## config.mk

```make
export PLATFORM = sky130hd
export DESIGN_NAME = mant_align_right
export DESIGN_NICKNAME = d
export VERILOG_FILES = /design/src/rtl/mant_align_right.sv
export SDC_FILE = /design/constraint.sdc
export NUM_CORES = 1
export LEC_CHECK = 0
export ABC_CLOCK_PERIOD_IN_PS = 8000
export CELL_PAD_IN_SITES_DETAIL_PLACEMENT = 1
export CELL_PAD_IN_SITES_GLOBAL_PLACEMENT = 1
export CORE_MARGIN = 2
export CORE_UTILIZATION = 44
export CTS_BUF_LIST = sky130_fd_sc_hd__clkbuf_8
export DETAILED_ROUTE_END_ITERATION = 16
export PLACE_DENSITY_LB_ADDON = 0.2
export SETUP_SLACK_MARGIN = 0.15
export SYNTH_ARGS = -nofsm -noshare
export SYNTH_HDL_FRONTEND = slang
export SYNTH_SLANG_ARGS = --single-unit
```

## constraint.sdc

```tcl
create_clock -name i_clk -period 8 [get_ports i_clk]
set_clock_uncertainty 0.2 [all_clocks]
set_input_delay 1.6 -clock i_clk [delete_from_list [all_inputs] [get_ports i_clk]]
set_output_delay 1.6 -clock i_clk [all_outputs]
set_load 0.01 [all_outputs]
```

## src/rtl/mant_align_right.sv

```systemverilog
// Two-stage alignment shifter: picks the larger-exponent operand and right-shifts the other into the extended width.
// Define ALIGN_STICKY_EN to fold the shifted-out bits into bit 0 of o_m_small as a sticky bit.
module mant_align_right #(
  parameter int WIDTH_IN = 24,
  parameter int WIDTH    = 27,
  parameter int EXP_W    = 8
) (
  input  logic                i_clk,
  input  logic                i_rst,
  input  logic                i_in_valid,
  output logic                o_in_ready,
  input  logic [EXP_W-1:0]    i_exp_a,
  input  logic [EXP_W-1:0]    i_exp_b,
  input  logic [WIDTH_IN-1:0] i_m_a,
  input  logic [WIDTH_IN-1:0] i_m_b,
  output logic                o_out_valid,
  input  logic                i_out_ready,
  output logic [EXP_W-1:0]    o_exp_out,
  output logic [WIDTH-1:0]    o_m_big,
  output logic [WIDTH-1:0]    o_m_small,
  output logic                o_swapped
);

  localparam int DW  = $clog2(WIDTH + 1);
  localparam int PAD = WIDTH - WIDTH_IN;

  logic                r_v1;
  logic [EXP_W-1:0]    r_exp1;
  logic [WIDTH-1:0]    r_big1;
  logic [WIDTH-1:0]    r_small1;
  logic [DW-1:0]       r_d1;
  logic                r_sw1;

  logic                w_adv1;
  logic                w_adv2;
  logic                w_a_big;
  logic [EXP_W-1:0]    w_exp_big;
  logic [EXP_W-1:0]    w_exp_small;
  logic [WIDTH_IN-1:0] w_big;
  logic [WIDTH_IN-1:0] w_small;
  logic [EXP_W-1:0]    w_diff;
  logic [DW-1:0]       w_d;
  logic [WIDTH-1:0]    w_shifted;
  logic [WIDTH-1:0]    w_m_small;

  // Flow control: each stage advances when it is empty or the stage after it moves.
  always_comb begin
    w_adv2     = !o_out_valid || i_out_ready;
    w_adv1     = !r_v1 || w_adv2;
    o_in_ready = w_adv1;
  end

  // Stage 1 compare/swap; ties go to operand a, distance saturates at WIDTH.
  always_comb begin
    w_a_big = (i_exp_a >= i_exp_b);
    if (w_a_big) begin
      w_exp_big   = i_exp_a;
      w_exp_small = i_exp_b;
      w_big       = i_m_a;
      w_small     = i_m_b;
    end else begin
      w_exp_big   = i_exp_b;
      w_exp_small = i_exp_a;
      w_big       = i_m_b;
      w_small     = i_m_a;
    end
    w_diff = w_exp_big - w_exp_small;
    if (32'(w_diff) >= 32'(WIDTH)) begin
      w_d = DW'(WIDTH);
    end else begin
      w_d = DW'(w_diff);
    end
  end

`ifdef ALIGN_STICKY_EN
  logic [WIDTH-1:0] w_mask;
  logic             w_sticky;

  // Stage 2 shift with sticky: mask covers exactly the bits that fall off the bottom.
  always_comb begin
    w_shifted = r_small1 >> r_d1;
    w_mask    = ~({WIDTH{1'b1}} << r_d1);
    w_sticky  = |(r_small1 & w_mask);
    w_m_small = {w_shifted[WIDTH-1:1], w_shifted[0] | w_sticky};
  end
`else
  // Stage 2 shift, shifted-out bits are simply dropped.
  always_comb begin
    w_shifted = r_small1 >> r_d1;
    w_m_small = w_shifted;
  end
`endif

  // Stage 1 registers.
  always_ff @(posedge i_clk or posedge i_rst) begin
    if (i_rst) begin
      r_v1     <= 1'b0;
      r_exp1   <= {EXP_W{1'b0}};
      r_big1   <= {WIDTH{1'b0}};
      r_small1 <= {WIDTH{1'b0}};
      r_d1     <= {DW{1'b0}};
      r_sw1    <= 1'b0;
    end else if (w_adv1) begin
      r_v1 <= i_in_valid;
      if (i_in_valid) begin
        r_exp1   <= w_exp_big;
        r_big1   <= {w_big, {PAD{1'b0}}};
        r_small1 <= {w_small, {PAD{1'b0}}};
        r_d1     <= w_d;
        r_sw1    <= !w_a_big;
      end
    end
  end

  // Stage 2 (output) registers, held while the consumer stalls.
  always_ff @(posedge i_clk or posedge i_rst) begin
    if (i_rst) begin
      o_out_valid <= 1'b0;
      o_exp_out   <= {EXP_W{1'b0}};
      o_m_big     <= {WIDTH{1'b0}};
      o_m_small   <= {WIDTH{1'b0}};
      o_swapped   <= 1'b0;
    end else if (w_adv2) begin
      o_out_valid <= r_v1;
      if (r_v1) begin
        o_exp_out <= r_exp1;
        o_m_big   <= r_big1;
        o_m_small <= w_m_small;
        o_swapped <= r_sw1;
      end
    end
  end

endmodule
```

* After elaboration in Yosys (flattened, before gate mapping)
Index checks and enable logic that the tools add are counted.
** Storage, ports and cells
- Output and inout bits :: 65
- Bits of input ports :: 68
- Word-level logic and storage cells :: 27
- Register bits after elaboration :: 124
** Cells by class
- Reductions and logical operators :: 7
- Magnitude comparators :: 2
- $add $sub $neg :: 1
- Shifts and indexed selects :: 1
- Muxes and demuxes :: 5
** Operators with widths (count)
- 2-to-1 mux 24 bit :: 2
- >> shifter 27 x 5 -> 27 bit :: 1
- 2-to-1 mux 8 bit :: 2
- greater-or-equal comparator 8 x 5 -> 1 bit, second input constant :: 1
- greater-or-equal comparator 8 bit :: 1
- subtractor 8 bit :: 1
- 2-to-1 mux 5 bit :: 1
- AND reduction 2 bit :: 2
- zero test 1 bit :: 3
- logical OR 1 bit :: 2

* Logic depth before layout (Yosys ltp)
Gate-level depths: netlist of the first run.
- Depth in word-level cells :: 5
- Mapped depth :: 15
- Gate-level depth less buffers :: 14

* Worst setup path before layout of the first run
No wires, ideal clock.
- Path type :: input -> register
- Start :: in i_exp_b[3]
- End :: reg r_d1[0]
- Library setup time :: 0.126 ns
- Path buffers :: 1
- Cell stages on the path :: 15
- Data arrival time :: 4.781 ns
- Path slack :: 2.893 ns
- Required time :: 7.674 ns
- Cells stage by stage :: inv_1 ha_1 buf_2 o21ai_1 and2b_1 o31ai_4 mux2i_1 inv_1 ha_1 nor4_1 o21ai_1 a311oi_1 o211ai_1 a211o_1 o32a_1
** Between the ends
- Word-level cells in the longest chain between the ends :: 5
- Elaborated cells between the ends (all ways) :: 6
- Those cells by class :: 1 x add/sub; 2 x order compare; 3 x mux
** RTL lines
- start, declared :: line 13 : input logic [EXP_W-1:0] i_exp_b,
- greater-or-equal comparator 8 bit :: line 55 : w_a_big = (i_exp_a >= i_exp_b);
- 2-to-1 mux 8 bit :: line 56 : if (w_a_big) begin
- subtractor 8 bit * :: line 67 : w_diff = w_exp_big - w_exp_small;
- greater-or-equal comparator 8 x 5 -> 1 bit :: line 68 : if (32'(w_diff) >= 32'(WIDTH)) begin
- 2-to-1 mux 5 bit * :: line 68
- end signal, assigned :: line 101 : r_d1 <= {DW{1'b0}};
- end signal, assigned :: line 109 : r_d1 <= w_d;
- end, declared :: line 31 : logic [DW-1:0] r_d1;
Every way passes the cells marked *; elsewhere a longest branch is shown, timed or not.
A chain may end at the register's enable or synchronous reset.

* Worst setup path after layout of the first run
- Start :: in i_exp_b[3]
- End :: reg r_d1[1]
Same word-level chain as after synthesis.

==> impl_summary.md, run 1 <==
Run
Across the run, the number of max-cap violations was 0.

CTS
After clock tree synthesis, the clock-pin slew on the worst setup and hold paths is 0.08 ns. For this design, the CTS-stage hold fixing added 0 buffers. For the worst-skew pair, the clock arrives at the later sink with an insertion delay of 0.45 ns. The number of buffers created by CTS is 17. CTS built an H-tree with a depth of 4. Post-CTS repair changed the size of 0 cells. Counting every sink on the clock net gives 124. The root buffer cell chosen for the clock tree is clkbuf_8. The TritonCTS clock tree is done. The number of buffers inserted to repair setup after CTS is 0. The maximum buffer depth of the clock tree is 2.

Critical path
The dominant delay contributor by cell family on the critical path is compound AO/OA/AOI/OAI gates. STA puts the critical path data arrival time at 5.82 ns. The kind of end point of the critical path is a register.

In this design, the stage delay of the slowest critical-path cell is 0.53 ns. The worst setup path is of the input port to register kind. The critical path's slowest cell is clkdlybuf4s50_1. The kind of launch point of the worst setup path is an input port. The signal on the critical path passes through clkdlybuf4s50_1 > inv_1 > ha_1 > o21ai_1 > and2b_1 > o31ai_4 > mux2i_1 > inv_1 > ha_1 > nor4_1 > o21ai_1 > a311oi_1 > o211ai_1 > a211o_1 > o32a_1. At the worst endpoint, the required time is 8.13 ns. Of all nets on the critical path, the largest fanout is 7. The number of buffers and inverters on the critical path is 3.

Logic synthesis
The share of the yosys chip area belonging to registers is 45.9%. Synthesis handed over a netlist of 741 instances. The synthesized cell area is 0.00676 mm2. Counting flops with an async set or reset pin after synthesis yields a share of 100%.

Each instance of the synthesized netlist takes up on average 9.12 um2. The total number of yosys warnings is 0. Counting distinct cell types in the post-synthesis netlist gives 51. The most used flip-flop cell after synthesis is dfrtp_1. The synthesized design contains 0 enable-type register cells. By area the synthesized netlist is led by dfrtp_1 (46%), nand2_1 (8.9%), mux2_2 (7.2%). The number of synthesized register bits is 124. The top-area cell type share of the netlist area is 45.9%.

The cell taking the most area after synthesis is dfrtp_1.

Cells and area
The library cells used most frequently in the layout, excluding fill and tap cells, are nand2_1 (160), clkdlybuf4s50_1 (129), dfrtp_1 (124). The share of final-layout standard cells stronger than drive strength 1 is 11.0%. The most frequent standard cell in the layout excluding fill and tap cells is nand2_1. The number of inserted diodes is 0. Once layout is complete, the utilization of the core stands at 56.3%. The post-synthesis to final-layout area growth is 25.6%. After the last flow step, the layout net total stands at 920.

Routing
The number of DRC violations after detailed-routing iteration 0 is 368. Once detail routing completed, the nets flagged for antenna violations numbered 0. Wires add up to 19500 um. The detailed-route via count is 5883.

For this run, the detailed router's first-pass iteration total came to 4. The detail-routed net length per standard cell is 18.7 um. The vias per cell is 5.64. For this run, design rule violations remaining after detail routing come to 0.

Die
The cell row count is 45. From left edge to right edge, the die measures 128 um. The die covers 0.0164 mm2. The height of the die is 128 um. 133 I/O pins were placed. The effective utilization at floorplan is 44.8%.

The floorplan step defined a core boundary enclosing 0.0151 mm2.

STA
Derived from the worst setup path, the maximum achievable clock frequency is 0.176 GHz. The number of max-slew violations in the final report is 0. The transition at the pin with the smallest max-transition slack is 1.07 ns. The remaining max-slew budget at the tightest pin is 28.8%.

The final critical-path share of the clock period is 71.1%. Setup repair after global routing left no endpoint under its margin. Subtracting the final worst setup slack from the clock period gives 5.68 ns.

Adding up every negative setup slack in the final design gives 0 ns. The final setup violation count is 0. The final number of hold-violating endpoints came to 0.

Place
Routability-driven placement finished with a final weighted congestion of 0.859. The HPWL after detailed placement is 14000 um. During placement, the flow inserted port buffers numbering 129.

Power and ir drop
The power density over cell area is 241 mW/mm2. The analysis attributes to cell leakage a power of 3.68 nW. The worst-case IR drop observed on VDD is 0.108 mV. The total power is 0.00205 W.

Worst hold path
The worst hold path class is register to register.

GRT
The number of global-route vias before repair came to 6287. Entering global routing, the biggest net connects 107 pins. For this run, the total global-route usage over all layers was measured as 25.0%. The wire length of the first global-routing pass is 32300 um.

The total overflow left after global routing is 0. The initial antenna violation count came to 0.

Status
The run finished with clean final reports.
-- power breakdown --
group / switching [W] / internal, W
Clock: 0.000285 / 0.000218
Sequential: 0.000101 / 0.000748
Combinational: 0.000350 / 0.000344
Total: 0.000735 / 0.00131
-- area by class of cell --
class	instances	area (um2)
clock buffers	17	234
well taps	188	235
multi-input cells	544	3390
clock inverters	15	116
inverters	21	81.3
repair buffers	135	1340
fillers	1709	6590
flip-flops and latches	124	3100
-- state kept, by name, indices dropped and copies added (netlist names) --
register     flops
o_m_small       27
o_m_big         24
r_big1          24
r_small1        24
o_exp_out        8
r_exp1           8
r_d1             5
o_out_valid      1
o_swapped        1
r_sw1            1
r_v1             1
-- worst reg2reg max path, delay by kind of cell (launching register included) --
family / cells / cell delay [ns]
AOI/OAI and AO/OA: 5 / 0.84
buffers and inverters: 1 / 0.49
DFF: 1 / 0.91
muxes: 1 / 0.32
and+or+nand+nor: 1 / 0.06
-- metrics by stage --
step	hold slack, ns	setup WS (ns)	instances	cell area, um2
finish	0.287	2.32	1044	8500
global route	0.323	2.01	1044	8500
CTS	0.294	2.40	1044	8500
detailed placement	0.276	1.95	1012	8150
global placement	0.258	2.11	1012	8150
floorplan	0.246	2.89	743	6770
-- kinds of logic (layout without fill, tap and decap cells) --
group,Yosys count,count (layout),synth area share (%)
DFF,124,124,45.9
other,1,3,0.0555
AOI/OAI and AO/OA,168,168,16.1
adders and majority gates,9,9,1.67
xor gates and xnor gates,5,5,0.648
buffers and inverters,75,188,4.39
and+or+nand+nor,274,274,16.6
muxes,85,85,14.7
-- cells in the mapped netlist, drive strengths merged (3+ instances only) --
cell	count
inv	21
o21ai	44
ha	9
dfrtp	124
and2	5
a21oi	22
nor2	74
xor2	3
a311oi	3
a211oi	6
a22o	7
mux2i	35
nand2	161
nand3	4
a31oi	55
o22a	9
buf	8
nor3	3
o31ai	3
nand2b	10
mux4	7
mux2	43
nor2b	7
clkbuf	46
or3	4
-- layer usage --
layer / track usage (%) / wire length [um] / up-vias
met4: 7.69 / 265 / 0
met3: 3.88 / 514 / 21
met1: 31.9 / 8480 / 2972
li1: - / - / 2787
met5: 0 / 0 / -
met2: 44.0 / 10300 / 103
-- worst paths after layout --
path / from / endpoint / slack, ns / cells past startpoint
worst min-delay path: o_m_small[20] / o_m_small[20] / 0.29 / 2
min in group asynchronous: i_rst / o_m_small[23] / 1.43 / 2
worst min register to register: o_m_small[20] / o_m_small[20] / 0.29 / 2
worst max-delay path: i_exp_b[3] / r_d1[1] / 2.32 / 15
worst max register to register: r_d1[1] / o_m_small[2] / 5.02 / 8
max in group asynchronous: i_rst / r_exp1[3] / 4.84 / 3
Note: power is estimated with default switching activity, not from simulation.
==> run 2, diff against run 1 <==
--- a/config.mk
+++ b/config.mk
@@ -5,11 +5,11 @@
 export SDC_FILE = /design/constraint.sdc
 export NUM_CORES = 1
 export LEC_CHECK = 0
-export ABC_CLOCK_PERIOD_IN_PS = 8000
+export ABC_CLOCK_PERIOD_IN_PS = 4900
 export CELL_PAD_IN_SITES_DETAIL_PLACEMENT = 1
 export CELL_PAD_IN_SITES_GLOBAL_PLACEMENT = 1
 export CORE_MARGIN = 2
-export CORE_UTILIZATION = 44
+export CORE_UTILIZATION = 37
 export CTS_BUF_LIST = sky130_fd_sc_hd__clkbuf_8
 export DETAILED_ROUTE_END_ITERATION = 16
 export PLACE_DENSITY_LB_ADDON = 0.2
==> constraint.sdc (replaced) <==
create_clock -name i_clk -period 4.9 [get_ports i_clk]
set_clock_uncertainty 0.2 [all_clocks]
set_input_delay 0.98 -clock i_clk [delete_from_list [all_inputs] [get_ports i_clk]]
set_output_delay 0.98 -clock i_clk [all_outputs]
set_load 0.01 [all_outputs]
==> impl_summary.md, run 2 (synthesis gave the netlist of run 1 again) <==
GRT
The initial antenna violation count was 0 (unchanged). The number of global-route vias before repair is 6167 (was 6287). The overflow left after global routing is 0 (unchanged). The largest net degree at the start of global routing is 112 (was 107).

The total routing resource utilization after global routing is 20.8% (was 25.0%). The wire length of the first global-routing pass was 32600 um (was 32300 um).

Cells and area
The most frequent standard cell in the layout excluding fill and tap cells is nand2_1 (unchanged). Leading cell types in the layout, fill and taps excluded: nand2_1 (160), clkdlybuf4s50_1 (129), dfrtp_1 (124) (unchanged). The number of inserted diodes is 0 (unchanged). The post-synthesis to final-layout area growth is 29.6% (was 25.6%).

The final cell count without fillers is 1100 (was 1044). The post-layout net count is 936 (was 920). The number of flip-flops under the largest register name was 27 (unchanged). The register name with the most flops is o_m_small (unchanged). The utilization after layout is 48.8% (was 56.3%). The share of final-layout standard cells stronger than drive strength 1 was 12.7% (was 11.0%). The number of inserted filler cells in the final layout is 2080 (was 1709).

Power and ir drop
The maximum vdd drop is 0.193 mV (was 0.108 mV). The static leakage power is 3.80 nW (was 3.68 nW). The power density over cell area was 400 mW/mm2 (was 241 mW/mm2).

The total power was 0.00350 W (was 0.00205 W).

CTS
The TritonCTS clock tree is done (unchanged). The hold buffer count at CTS is 0 (unchanged). The buffer type at the clock tree root is clkbuf_8 (unchanged).

The clock sink total is 124 (unchanged). The latest clock arrival within the worst-skew pair is 0.45 ns (about the same). The clock transition at the registers of the reported paths is 0.07 ns (was 0.08 ns). The level count of the clock H-tree is 4 (unchanged).

The number of buffers created by CTS is 17 (unchanged). The maximum buffer depth of the clock tree came to 2 (unchanged).

Critical path
The top fanout value on the critical path is 5 (was 7). The capturing element of the worst setup path is r_d1[0] (was r_d1[1]). The end of the worst register-to-register path is o_m_small[2] (unchanged). The cell count of the worst reg-to-reg path is 8 (unchanged). The critical path required time came to 5.02 ns (was 8.13 ns). The minimum setup slack among reg-to-reg paths is 1.90 ns (was 5.02 ns). The classification of the worst setup path was input port to register (unchanged). The startpoint of the worst register-to-register path is r_d1[0] (was r_d1[1]). The launching instance or port of the critical path is i_exp_b[6] (was i_exp_b[3]). The kind of launch point of the worst setup path is an input port (unchanged). The data arrival time of the critical path came to 4.68 ns (was 5.82 ns). The kind of end point of the critical path is a register (unchanged).

Routing
The number of detailed-routing iterations run before antenna repair was 6 (was 4). The detail-routed net length per standard cell is 17.8 um (was 18.7 um). The count of antenna-violating nets left after detailed routing is 0 (unchanged). The aggregate routed wire length is 19600 um (was 19500 um). The number of DRC violations after detailed-routing iteration 0 is 318 (was 368). The vias per cell was 5.34 (was 5.64).

The detailed-route via count came to 5874 (was 5883). The count of unresolved DRC violations after routing came to 0 (unchanged).

Run
The number of max-cap violations is 0 (unchanged).

Die
The cell row count is 49 (was 45). The die area was 0.0194 mm2 (was 0.0164 mm2). The effective utilization at floorplan is 37.6% (was 44.8%). The boundary pin count is 133 (unchanged). The die width is 139 um (was 128 um). The core outline area came to 0.0180 mm2 (was 0.0151 mm2).

The height of the die is 139 um (was 128 um).

STA
Derived from the worst setup path, the maximum achievable clock frequency is 0.219 GHz. The final critical path time including I/O delays and setup is 4.56 ns. The remaining max-slew budget at the tightest pin is 26.9% (was 28.8%).

The final number of hold-violating endpoints came to 0 (unchanged). Unrepaired setup endpoints after global routing: no (unchanged). The number of max-slew violations in the final report is 0 (unchanged). After layout, the worst path uses 93.1% of the clock period.

The final setup violation count came to 0 (unchanged). The transition at the pin with the smallest max-transition slack was 1.10 ns (was 1.07 ns).

Status
Result of the run: complete, no violations (unchanged).

Place
The HPWL after detailed placement came to 14500 um (was 14000 um). The count of placed standard cells including taps is 1068 (was 1012). The count of input and output buffers came to 129 (unchanged).

The global placement routability congestion is 0.856 (was 0.859).

Worst hold path
The worst hold path class is register to register (unchanged).
[run 2: cell count changes in the layout (fill, tap and decap cells not counted), sizes merged]
cell / before / now
clkinvlp: 5 / 3
bufinv: 0 / 3
inv: 26 / 23
buf: 6 / 22
clkbuf: 17 / 18
[run 2: how the worst min path moves through the flow]
stage	end	cells past startpoint	start	slack [ns]
after floorplan	r_exp1[0]	2	r_exp1[0]	0.25
after detailed placement	r_exp1[4]	2	r_exp1[4]	0.27
after global placement	r_exp1[4]	2	r_exp1[4]	0.26
after CTS	r_exp1[4]	2	r_exp1[4]	0.29
final	r_exp1[4]	2	r_exp1[4]	0.28
after global routing	o_m_big[9]	1	r_big1[9]	0.33
[run 2: layer usage]
metal | GRT usage, % | share of wire [%] | vias up
met5 | 0 | 0 | -
met4 | 5.00 | 1.3 | 0
met3 | 3.94 | 3.4 | 18
met2 | 33.9 | 48 | 113
met1 | 28.7 | 47 | 2916
li1 | - | - | 2827
[run 2: repair_timing]
item	in CTS	in global routing
setup buffers	0	1
setup endpoints to repair	0	3
resized for setup	0	2
hold endpoints to repair	0	0
[run 2: power by group]
group	leakage [nW]	internal, W	switching (W)
logic	2.13	0.000582	0.000565
clock network	0.201	0.000517	0.000449
registers	1.46	0.00122	0.000170
[run 2: worst max-delay path, stage by stage]
cell and delay, ns:
clkdlybuf4s50_1 0.52, inv_1 0.07, ha_1 0.30, and2_1 0.15, nand3_1 0.17, o31ai_4 0.31, mux2i_2 0.29, inv_1 0.08
ha_1 0.19, nor4_2 0.31, o21ai_1 0.15, a311oi_1 0.31, o211ai_1 0.12, a211o_1 0.39, o32a_1 0.36
[run 2: stage by stage]
step	hold slack, ns	worst slack (ns)	setup TNS [ns]	cell area (um2)
6_report	0.281	0.337	0	8770
5_1_grt	0.327	0.125	0	8770
4_1_cts	0.286	0.310	0	8750
3_5_place_dp	0.269	-0.153	-0.376	8330
3_3_place_gp	0.260	0.0533	0	8330
2_1_floorplan	0.246	0.413	0	6770
[run 2: cell type report]
type | instances | area [um2] | share of cell area [%]
sequential | 124 | 3100 | 35.4
clock buffer | 18 | 248 | 2.83
timing repair buffer | 151 | 1480 | 16.9
multi-input combinational | 544 | 3400 | 38.8
clock inverter | 13 | 166 | 1.90
tap | 229 | 287 | 3.27
inverter | 21 | 81.3 | 0.928
==> run 3, diff against run 2 <==
--- a/config.mk
+++ b/config.mk
@@ -12,7 +12,7 @@
 export CORE_UTILIZATION = 37
 export CTS_BUF_LIST = sky130_fd_sc_hd__clkbuf_8
 export DETAILED_ROUTE_END_ITERATION = 16
-export PLACE_DENSITY_LB_ADDON = 0.2
+export PLACE_DENSITY = 0.86
 export SETUP_SLACK_MARGIN = 0.15
 export SYNTH_ARGS = -nofsm -noshare
 export SYNTH_HDL_FRONTEND = slang
==> impl_summary.md, run 3 (synthesis gave the netlist of run 1 again) <==
Status
Result of the run: complete, no violations (unchanged).

Critical path
The kind of end point of the critical path is a register (unchanged). The critical path required time is 5.02 ns (about the same). The critical path's slowest cell is clkdlybuf4s50_1 (unchanged).

The data arrival time of the critical path is 4.60 ns (was 4.68 ns). The top fanout value on the critical path is 4 (was 5). The peak per-stage delay on the critical path is 0.52 ns (about the same). The kind of launch point of the worst setup path is an input port (unchanged). The classification of the worst setup path is input port to register (unchanged).

Cell breakdown of the critical path: clkdlybuf4s50_1 > inv_1 > ha_1 > o21ai_1 > and2b_1 > o31ai_4 > mux2i_2 > inv_1 > ha_1 > nor4_4 > o21ai_1 > a311oi_1 > o211ai_1 > a211o_1 > o32a_1 (was clkdlybuf4s50_1 > inv_1 > ha_1 > and2_1 > nand3_1 > o31ai_4 > mux2i_2 > inv_1 > ha_1 > nor4_2 > o21ai_1 > a311oi_1 > o211ai_1 > a211o_1 > o32a_1).

STA
Unrepaired setup endpoints after global routing: no (unchanged). The final critical-path share of the clock period is 91.5% (was 93.1%). The final setup violation count is 0 (unchanged).

The fmax is 0.223 GHz (was 0.219 GHz). The number of max-slew violations in the final report is 0 (unchanged). The final number of hold-violating endpoints is 0 (unchanged).

The final critical path time including I/O delays and setup is 4.48 ns (was 4.56 ns). The final setup TNS came to 0 ns (unchanged). The smallest hold slack was 0.284 ns (was 0.281 ns). The remaining max-slew budget at the tightest pin is 25.8% (was 26.9%). The transition at the pin with the smallest max-transition slack is 1.11 ns (was 1.10 ns).

GRT
The largest net degree at the start of global routing is 71 (was 112). The initial antenna violation count came to 0 (unchanged). The wire length of the first global-routing pass is 31800 um (was 32600 um). The total routing resource utilization after global routing was 20.1% (was 20.8%).

The overflow left after global routing was 0 (unchanged). The number of global-route vias before repair is 6125 (was 6167).

CTS
The number of buffers created by CTS is 17 (unchanged). The latest clock arrival within the worst-skew pair is 0.44 ns (was 0.45 ns). The clock sink total is 124 (unchanged).

The level count of the clock H-tree is 4 (unchanged). The buffer type at the clock tree root was clkbuf_8 (unchanged). The maximum buffer depth of the clock tree is 2 (unchanged). The TritonCTS clock tree is done (unchanged). The clock transition at the registers of the reported paths is 0.06 ns (was 0.07 ns).

Cells and area
The number of flip-flops under the largest register name was 27 (unchanged). The post-layout net count is 934 (was 936). The number of inserted diodes is 0 (unchanged). The post-synthesis to final-layout area growth is 28.9% (was 29.6%). The number of inserted filler cells in the final layout was 2061 (was 2080). The utilization after layout is 48.5% (was 48.8%). The most frequent standard cell in the layout excluding fill and tap cells was nand2_1 (unchanged). The share of final-layout standard cells stronger than drive strength 1 was 12.5% (was 12.7%). Leading cell types in the layout, fill and taps excluded: nand2_1 (160), clkdlybuf4s50_1 (129), dfrtp_1 (124) (unchanged). The register name with the most flops is o_m_small (unchanged).

Power and ir drop
The maximum vdd drop is 0.209 mV (was 0.193 mV). The fraction of power consumed by combinational cells was 33.4% (was 32.7%). The switching component of the power is 0.00113 W (was 0.00118 W). The net switching fraction of the power is 33.5% (was 33.8%). The static leakage power is 3.77 nW (was 3.80 nW). The total power is 0.00338 W (was 0.00350 W). The clock power share is 25.5% (was 27.6%). The proportion of power drawn by flip-flops and latches is 41.2% (was 39.7%).

The total internal power is 0.00225 W (was 0.00232 W). The power density over cell area is 388 mW/mm2 (was 400 mW/mm2).

Routing
The aggregate routed wire length is 18700 um (was 19600 um). The detailed-route via count is 5813 (was 5874). The count of antenna-violating nets left after detailed routing is 0 (unchanged). The detail-routed net length per standard cell is 17.1 um (was 17.8 um). The number of DRC violations after detailed-routing iteration 0 is 256 (was 318). The count of unresolved DRC violations after routing was 0 (unchanged). The number of detailed-routing iterations run before antenna repair is 4 (was 6). The vias per cell is 5.29 (was 5.34).

Die
The boundary pin count was 133 (unchanged). The core outline area is 0.0180 mm2 (unchanged). The effective utilization at floorplan was 37.6% (unchanged). The die width came to 139 um (unchanged). The cell row count came to 49 (unchanged). The die area was 0.0194 mm2 (unchanged).

The height of the die was 139 um (unchanged).

Run
The number of max-cap violations is 0 (unchanged).

Worst hold path
The worst hold path class was register to register (unchanged).

Place
The HPWL after detailed placement came to 13700 um (was 14500 um). The count of input and output buffers came to 129 (unchanged). The global placement routability congestion was 0.899 (was 0.856).
run 3: cell count changes in the layout (fill, tap and decap cells not counted), sizes merged:
cell,change
clkinvlp,+2
inv,-2
bufinv,-2
clkbuf,+3
clkinv,-1
buf,-2
run 3: metal layers:
| layer | share of wire, % | up-vias | global-route usage [%] |
|---|---|---|---|
| met1 | 49 | 2863 | 27.5 |
| met2 | 46 | 119 | 32.1 |
| met3 | 3.6 | 19 | 4.49 |
| met4 | 1.4 | 0 | 5.95 |
| met5 | 0 | - | 0 |
| li1 | - | 2812 | - |
run 3: what timing repair did:
action,CTS,global route
setup endpoints to repair,0,5
setup buffers,0,1
resized for setup,0,3
hold buffers,0,0
endpoints found under the hold margin,0,0
run 3: area by class of cell:
| class | count | area (um2) | area share (%) |
|---|---|---|---|
| multi-input combinational | 544 | 3410 | 39.1 |
| sequential | 124 | 3100 | 35.6 |
| inverter | 21 | 81.3 | 0.933 |
| clock buffer | 21 | 289 | 3.32 |
| timing repair buffer | 149 | 1450 | 16.7 |
| tap | 229 | 287 | 3.29 |
| clock inverter | 10 | 91.3 | 1.05 |
run 3: path summary, 6_finish.rpt:
kind                       depth (start not counted)       start  slack (ns)           end
max                                               15  i_exp_b[3]        0.42       r_d1[1]
min reg2reg                                        2       r_sw1        0.28         r_sw1
max in group asynchronous                          3       i_rst        2.87    r_big1[25]
min                                                2       r_sw1        0.28         r_sw1
min in group asynchronous                          2       i_rst        0.81  o_exp_out[0]
max reg2reg                                        8     r_d1[0]        2.01  o_m_small[7]
run 3: power by group through the flow:
stage	clock (W)	sequential, W	combinational [W]
after CTS	0.000887	0.00139	0.00113
after floorplan	0	0.00139	0.000642
after global placement	0	0.00140	0.00110
after detailed placement	0	0.00141	0.00112
final	0.000862	0.00139	0.00113
after global routing	0.000933	0.00143	0.00124
run 3: stage by stage:
step | cells | instance area [um2] | setup WS [ns]
4_1_cts | 1097 | 8690 | 0.366
5_1_grt | 1098 | 8710 | 0.165
6_report | 1098 | 8710 | 0.417
3_3_place_gp | 1066 | 8310 | 0.0591
3_5_place_dp | 1066 | 8310 | -0.0898
2_1_floorplan | 743 | 6770 | 0.413
run 3: critical path: cells and delay by family:
| family | cells | cell delay (ns) |
|---|---|---|
| AO/OA/AOI/OAI | 7 | 1.64 |
| buffers and inverters | 3 | 0.67 |
| AND/OR/NAND/NOR | 2 | 0.53 |
| adder cells (fa/ha/maj) | 2 | 0.52 |
| multiplexers | 1 | 0.26 |
